--- config.mk ---
export PLATFORM = sky130hd
export DESIGN_NAME = mem_port_arbiter
export DESIGN_NICKNAME = d
export VERILOG_FILES = /design/src/rtl/mem_port_arbiter.sv
export SDC_FILE = /design/constraint.sdc
export NUM_CORES = 1
export LEC_CHECK = 0
export CORE_ASPECT_RATIO = 1.2
export CORE_MARGIN = 2
export CORE_UTILIZATION = 35
export CTS_CLUSTER_DIAMETER = 50
export DETAILED_ROUTE_END_ITERATION = 8
export GPL_ROUTABILITY_DRIVEN = 0
export GPL_TIMING_DRIVEN = 0
export SLEW_MARGIN = 20
export SYNTH_ARGS = -nofsm -noshare
export SYNTH_HDL_FRONTEND = slang
export SYNTH_SLANG_ARGS = --single-unit
export TNS_END_PERCENT = 10
--- constraint.sdc ---
create_clock -name clk -period 2.9 [get_ports clk]
set_clock_uncertainty 0.05 [all_clocks]
set_input_delay 0.87 -clock clk [delete_from_list [all_inputs] [get_ports clk]]
set_output_delay 0.87 -clock clk [all_outputs]
set_load 0.02 [all_outputs]
--- src/rtl/mem_port_arbiter.sv ---
// N-port memory controller: arbitrates client word requests and serialises
// 1/2/4-byte little-endian loads/stores onto the 8-bit RAM/IO bus.
module mem_port_arbiter #(
    parameter int unsigned NUM_PORTS  = 2,
    parameter int unsigned ADDR_WIDTH = 32,
    parameter int unsigned RR_MODE    = 0
) (
    input  logic                             clk,
    input  logic                             rst,
    input  logic                             rdy,
    input  logic [NUM_PORTS-1:0]             req,
    input  logic [NUM_PORTS-1:0]             we,
    input  logic [2*NUM_PORTS-1:0]           size,
    input  logic [ADDR_WIDTH*NUM_PORTS-1:0]  addr,
    input  logic [32*NUM_PORTS-1:0]          wdata,
    output logic [NUM_PORTS-1:0]             done,
    output logic [31:0]                      rdata,
    output logic                             busy,
    input  logic [7:0]                       mem_din,
    output logic [7:0]                       mem_dout,
    output logic [ADDR_WIDTH-1:0]            mem_a,
    output logic                             mem_wr
);

    localparam int unsigned GW = (NUM_PORTS > 1) ? $clog2(NUM_PORTS) : 1;

    localparam logic [1:0] S_IDLE  = 2'd0;
    localparam logic [1:0] S_READ  = 2'd1;
    localparam logic [1:0] S_WRITE = 2'd2;
    localparam logic [1:0] S_DONE  = 2'd3;

    logic [1:0]            state_q, state_d;
    logic [GW-1:0]         g_q, g_d;
    logic [GW-1:0]         ptr_q, ptr_d;
    logic [2:0]            n_q, n_d;
    logic [2:0]            k_q, k_d;
    logic [ADDR_WIDTH-1:0] addr_q, addr_d;
    logic [31:0]           wdata_q, wdata_d;
    logic [31:0]           rdata_q, rdata_d;
    logic [ADDR_WIDTH-1:0] mema_q, mema_d;
    logic [7:0]            dout_q, dout_d;
    logic                  act_q;

    logic                  grant_vld;
    logic [GW-1:0]         grant_idx;
    logic [GW-1:0]         cand_idx;
    logic                  sel_we;
    logic [1:0]            sel_size;
    logic [ADDR_WIDTH-1:0] sel_addr;
    logic [31:0]           sel_wdata;
    logic                  rd_issue;
    logic [2:0]            km1;

    always_comb begin
        grant_vld = 1'b0;
        grant_idx = '0;
        cand_idx  = '0;
        if (RR_MODE == 0) begin
            for (int unsigned i = 0; i < NUM_PORTS; i++) begin
                if (req[i]) begin
                    grant_vld = 1'b1;
                    grant_idx = GW'(i);
                end
            end
        end else begin
            for (int unsigned i = 0; i < NUM_PORTS; i++) begin
                cand_idx = GW'((32'(ptr_q) + i) % NUM_PORTS);
                if (!grant_vld && req[cand_idx]) begin
                    grant_vld = 1'b1;
                    grant_idx = cand_idx;
                end
            end
        end
    end

    always_comb begin
        sel_we    = 1'b0;
        sel_size  = '0;
        sel_addr  = '0;
        sel_wdata = '0;
        for (int unsigned i = 0; i < NUM_PORTS; i++) begin
            if (GW'(i) == grant_idx) begin
                sel_we    = we[i];
                sel_size  = size[2*i +: 2];
                sel_addr  = addr[ADDR_WIDTH*i +: ADDR_WIDTH];
                sel_wdata = wdata[32*i +: 32];
            end
        end
    end

    assign rd_issue = (state_q == S_READ) && (k_q < n_q);
    assign km1      = k_q - 3'd1;

    always_comb begin
        if (rd_issue || state_q == S_WRITE) begin
            mem_a = addr_q + ADDR_WIDTH'(k_q);
        end else begin
            mem_a = mema_q;
        end
        mem_dout = (state_q == S_WRITE) ? wdata_q[{k_q[1:0], 3'b000} +: 8] : dout_q;
        mem_wr   = (state_q == S_WRITE) && rdy && !rst;
        busy     = (state_q == S_READ) || (state_q == S_WRITE);
        rdata    = rdata_q;
        done     = '0;
        for (int unsigned i = 0; i < NUM_PORTS; i++) begin
            done[i] = (state_q == S_DONE) && rdy && !rst && (GW'(i) == g_q);
        end
    end

    always_comb begin
        state_d = state_q;
        g_d     = g_q;
        ptr_d   = ptr_q;
        n_d     = n_q;
        k_d     = k_q;
        addr_d  = addr_q;
        wdata_d = wdata_q;
        rdata_d = rdata_q;
        mema_d  = mem_a;
        dout_d  = mem_dout;
        case (state_q)
            S_IDLE: begin
                if (grant_vld) begin
                    g_d     = grant_idx;
                    addr_d  = sel_addr;
                    wdata_d = sel_wdata;
                    k_d     = '0;
                    case (sel_size)
                        2'd0:    n_d = 3'd1;
                        2'd1:    n_d = 3'd2;
                        default: n_d = 3'd4;
                    endcase
                    state_d = sel_we ? S_WRITE : S_READ;
                    if (RR_MODE != 0) begin
                        ptr_d = GW'((32'(grant_idx) + 32'd1) % NUM_PORTS);
                    end
                end
            end
            S_WRITE: begin
                k_d = k_q + 3'd1;
                if (k_q == n_q - 3'd1) begin
                    state_d = S_DONE;
                end
            end
            S_READ: begin
                if (k_q == n_q) begin
                    state_d = S_DONE;
                end else begin
                    k_d = k_q + 3'd1;
                end
            end
            default: state_d = S_IDLE;
        endcase

        if (state_q == S_IDLE && grant_vld && rdy) begin
            rdata_d = '0;
        end
        // Byte k-1 is only on mem_din right after an active cycle: once paused,
        // mem_a already shows addr+k, so capture on the first paused edge and
        // skip the capture on the resume edge.
        if (state_q == S_READ && k_q != 3'd0 && act_q) begin
            rdata_d[{km1[1:0], 3'b000} +: 8] = mem_din;
        end
    end

    always_ff @(posedge clk) begin
        if (rst) begin
            state_q <= S_IDLE;
            g_q     <= '0;
            ptr_q   <= '0;
            n_q     <= '0;
            k_q     <= '0;
            addr_q  <= '0;
            wdata_q <= '0;
            rdata_q <= '0;
            mema_q  <= '0;
            dout_q  <= '0;
            act_q   <= 1'b0;
        end else begin
            act_q   <= rdy;
            rdata_q <= rdata_d;
            if (rdy) begin
                state_q <= state_d;
                g_q     <= g_d;
                ptr_q   <= ptr_d;
                n_q     <= n_d;
                k_q     <= k_d;
                addr_q  <= addr_d;
                wdata_q <= wdata_d;
                mema_q  <= mema_d;
                dout_q  <= dout_d;
            end
        end
    end

endmodule

==> flow_summary.ini, run 1 <==
[placed_design]
dp_hpwl_mm = 17.5
placed_area_mm2 = 0.00998
dp_cells = 1299
port_buffers = 220

[global_routing]
grt_use_total_pct = 21.3
grt_pass1_wl_mm = 36.7
grt_overflow = 0
grt_max_degree = 17
grt_pass1_vias = 6717
grt_antenna_before_repair = 0

[sta]
hold_viol_final = 0
tightest_slew_ns = 0.879
drv_slew = 0
setup_slack_ns = -0.435
fin_crit_sh_pct = 115
finalSetupViolCount = 38
finalCriticalPeriod_ns = 3.33
slew_headroom_pct = 41.4
timing.fmax_ghz = 0.300
rsz0062_at_grt = true

[final_layout]
drive_gt1_share_pct = 21.0
instances_no_fill = 1358
final_common_cell = clkdlybuf4s50_1
antennaDiodeCount = 0
fin_area_mm2 = 0.0112
fillCellCount = 1948
final_cell_mix = clkdlybuf4s50_1 (175), nor2_1 (152), dfxtp_1 (130)
final_nets = 1240
syn2layout_area_growth_pct = 52.6

[routing]
wl_per_cell_um = 17.4
drc = 0
via_count = 6995
vias_per_cell = 5.15
antenna_left = 0
drt_iter0_drc = 387
drtPass1Iterations = 5
drt-total-wl_mm = 23.6

[worst_setup_path]
ff2ff_path_depth = 8
critPathKind = reg2out
critPathRequiredTime_ns = 1.98
worstSetupStartpoint = k_q[2]
crit_end = mem_a[12]
reg2reg_to = mema_q[20]
crit_arrival_ns = 2.41
cp-end-kind = primary output
critPathLaunchType = register
cp_max_fo = 6
r2r_start = state_q[1]
r2r_setup_slack_ns = 0.42

[floorplanning]
initial_core_util_pct = 35.4
die-area_mm2 = 0.0222
die_height_um = 163
die_x_um = 136
row_count = 58
ios = 223
core_mm2 = 0.0208

[synth]
avgSynthCellArea_um2 = 9.07
synthFlopType = dfxtp_1
syn_nets = 974
synth_top_family_by_area = compound AO/OA/AOI/OAI gates
yosysWarnings = 0
synthCells = 809
synth_compound_area_share_pct = 17.5
synth_adder_area_share_pct = 3.17
synthSimpleGateAreaFrac_pct = 16.7
ys_top_cells_by_area = dfxtp_1 (40%), mux2i_1 (10%), a211oi_1 (8.5%)
yosysTopAreaCellShare_pct = 39.8
synth_edf_count = 0
synth-seq-cells = 146
synth-xor-area-share_pct = 3.90
ys_seq_area_share_pct = 39.8
synthMuxAreaShare_pct = 14.8
synth.largest_area_cell = dfxtp_1
syn-cell-area_mm2 = 0.00734
ys_async_sr_fraction_pct = 0
synth_cell_types = 53

[clock_network]
clk_pin_slew_ns = 0.07
clock_sinks = 146
root_buffer = clkbuf_16
htreeDepth = 4
clockBufferDepth = 2
cts_buffers = 17
cts_tree = yes
cts_hold_buf = 0
clk_latency_ns = 0.43

[power_and_ir_drop]
p_sw_share_pct = 34.0
pwr-share-clk_pct = 33.3
powerDensity_mw_per_mm2 = 590
p_leak_nw = 4.28
internal_power_mw = 4.36
total_power_mw = 6.61
peakVddDrop_uv = 428
power_switching_mw = 2.24
seqPwrFrac_pct = 36.1
comb_power_share_pct = 30.6

[min_path]
hold_class = reg2reg

[flow_run]
drv_cap = 0

[outcome]
violations = negative setup slack
outcome = complete, but fails checks
[synthesized netlist by cell type, types with 2 or more instances]
library cell    n
nand4_1        12
dfxtp_1       146
ha_1           17
buf_1           8
a211oi_1       83
nor4_1          2
nor4_4          2
and3_1          6
mux2_2         12
xor2_1         24
o211ai_1        2
xnor2_1         6
clkbuf_1       40
and4_1          5
inv_1          12
a21o_1          3
mux2i_1        77
o21ai_0         5
nor2b_1        15
o2bb2ai_1      11
and2_1          2
nand3_1        30
buf_6           2
mux4_2          8
nand2_1        15
or3_1           5
nor2_1        157
a22oi_1        25
a21oi_1        45
o21a_1          2
buf_2           8
[layout make-up]
cell class              instances  area (um2)  share of cell area (%)
plain buffers                  60         374                    3.34
flip-flops and latches        146        2950                    26.3
repair buffers                247        2380                    21.3
well taps                     270         338                    3.02
inverters                      12        47.5                   0.424
clock inverters                15         160                    1.43
clock buffers                  17         425                    3.80
multi-input cells             591        4530                    40.4
[worst min-delay path by stage]
stage	from	end	slack (ns)	depth (start not counted)
3_3_place_gp	mema_q[23]	mema_q[23]	0.40	1
6_report	rdata[4]	rdata[4]	0.42	2
3_5_place_dp	mema_q[22]	mema_q[22]	0.40	1
2_1_floorplan	mema_q[17]	mema_q[17]	0.38	1
4_1_cts	mema_q[22]	mema_q[22]	0.42	1
5_1_grt	rdata[4]	rdata[4]	0.43	2
[worst max-delay path: stages (launching register included)]
cell and delay [ns]:
dfxtp_2 0.38, ha_2 0.41, a21oi_4 0.10, or4b_4 0.55, nor2_4 0.14, xnor2_2 0.09
a21oi_2 0.15, buf_4 0.16
[repair_timing]
item                                    in CTS  in global routing
endpoints found under the setup margin      44                 47
resized for setup                          261                 68
setup buffers                               21                  5
pin swaps                                   18                  8
cloned                                       1                  1
[per-layer routing]
| layer | up-vias | GRT usage (%) | wire length (um) |
|---|---|---|---|
| met3 | 26 | 3.58 | 1110 |
| met1 | 3320 | 28.0 | 10400 |
| met2 | 177 | 35.9 | 11800 |
| met5 | - | 0 | 0 |
| li1 | 3472 | - | - |
| met4 | 0 | 6.01 | 342 |
[power groups by stage]
stage          combinational, mW  sequential (mW)  clock (mW)
2_1_floorplan               1.11             2.35           0
3_3_place_gp                1.84             2.40           0
3_5_place_dp                1.85             2.40           0
4_1_cts                     1.94             2.37        2.24
5_1_grt                     2.19             2.41        2.31
6_report                    2.02             2.38        2.20
[kinds of logic after synthesis]
kind of cell,after synthesis
flops,146
xor+xnor,31
fa+ha+maj,18
buf+inv,72
mux,97
simple gates,260
compound gates,185
[registers in the layout, indices dropped and copies added, names as in the netlist, 2 cells and up]
name and count:
n_q 3, wdata_q 32, rdata 32, dout_q 8, k_q 3, addr_q 32
state_q 2, mema_q 32
[per-stage QoR]
stage	hold slack [ns]	utilization, %	worst slack [ns]	TNS (ns)
floorplan	0.383	-	-0.0545	-1.31
global placement	0.395	48.1	-1.18	-53.44
detailed placement	0.397	48.1	-1.17	-55.60
CTS	0.418	52.9	-0.440	-12.79
global route	0.431	54.0	-0.530	-13.78
finish	0.416	54.0	-0.435	-10.95
Power figures use the tool's default switching activity.
==> inputs of run 2 (changes only) <==
--- a/config.mk
+++ b/config.mk
@@ -9,9 +9,11 @@
 export CORE_MARGIN = 2
 export CORE_UTILIZATION = 35
 export CTS_CLUSTER_DIAMETER = 50
+export CTS_CLUSTER_SIZE = 28
 export DETAILED_ROUTE_END_ITERATION = 8
 export GPL_ROUTABILITY_DRIVEN = 0
 export GPL_TIMING_DRIVEN = 0
+export HOLD_SLACK_MARGIN = 0.06
 export SLEW_MARGIN = 20
 export SYNTH_ARGS = -nofsm -noshare
 export SYNTH_HDL_FRONTEND = slang
==> results of run 2 <==
Final layout, timing and power as in run 1 (identical DEF).
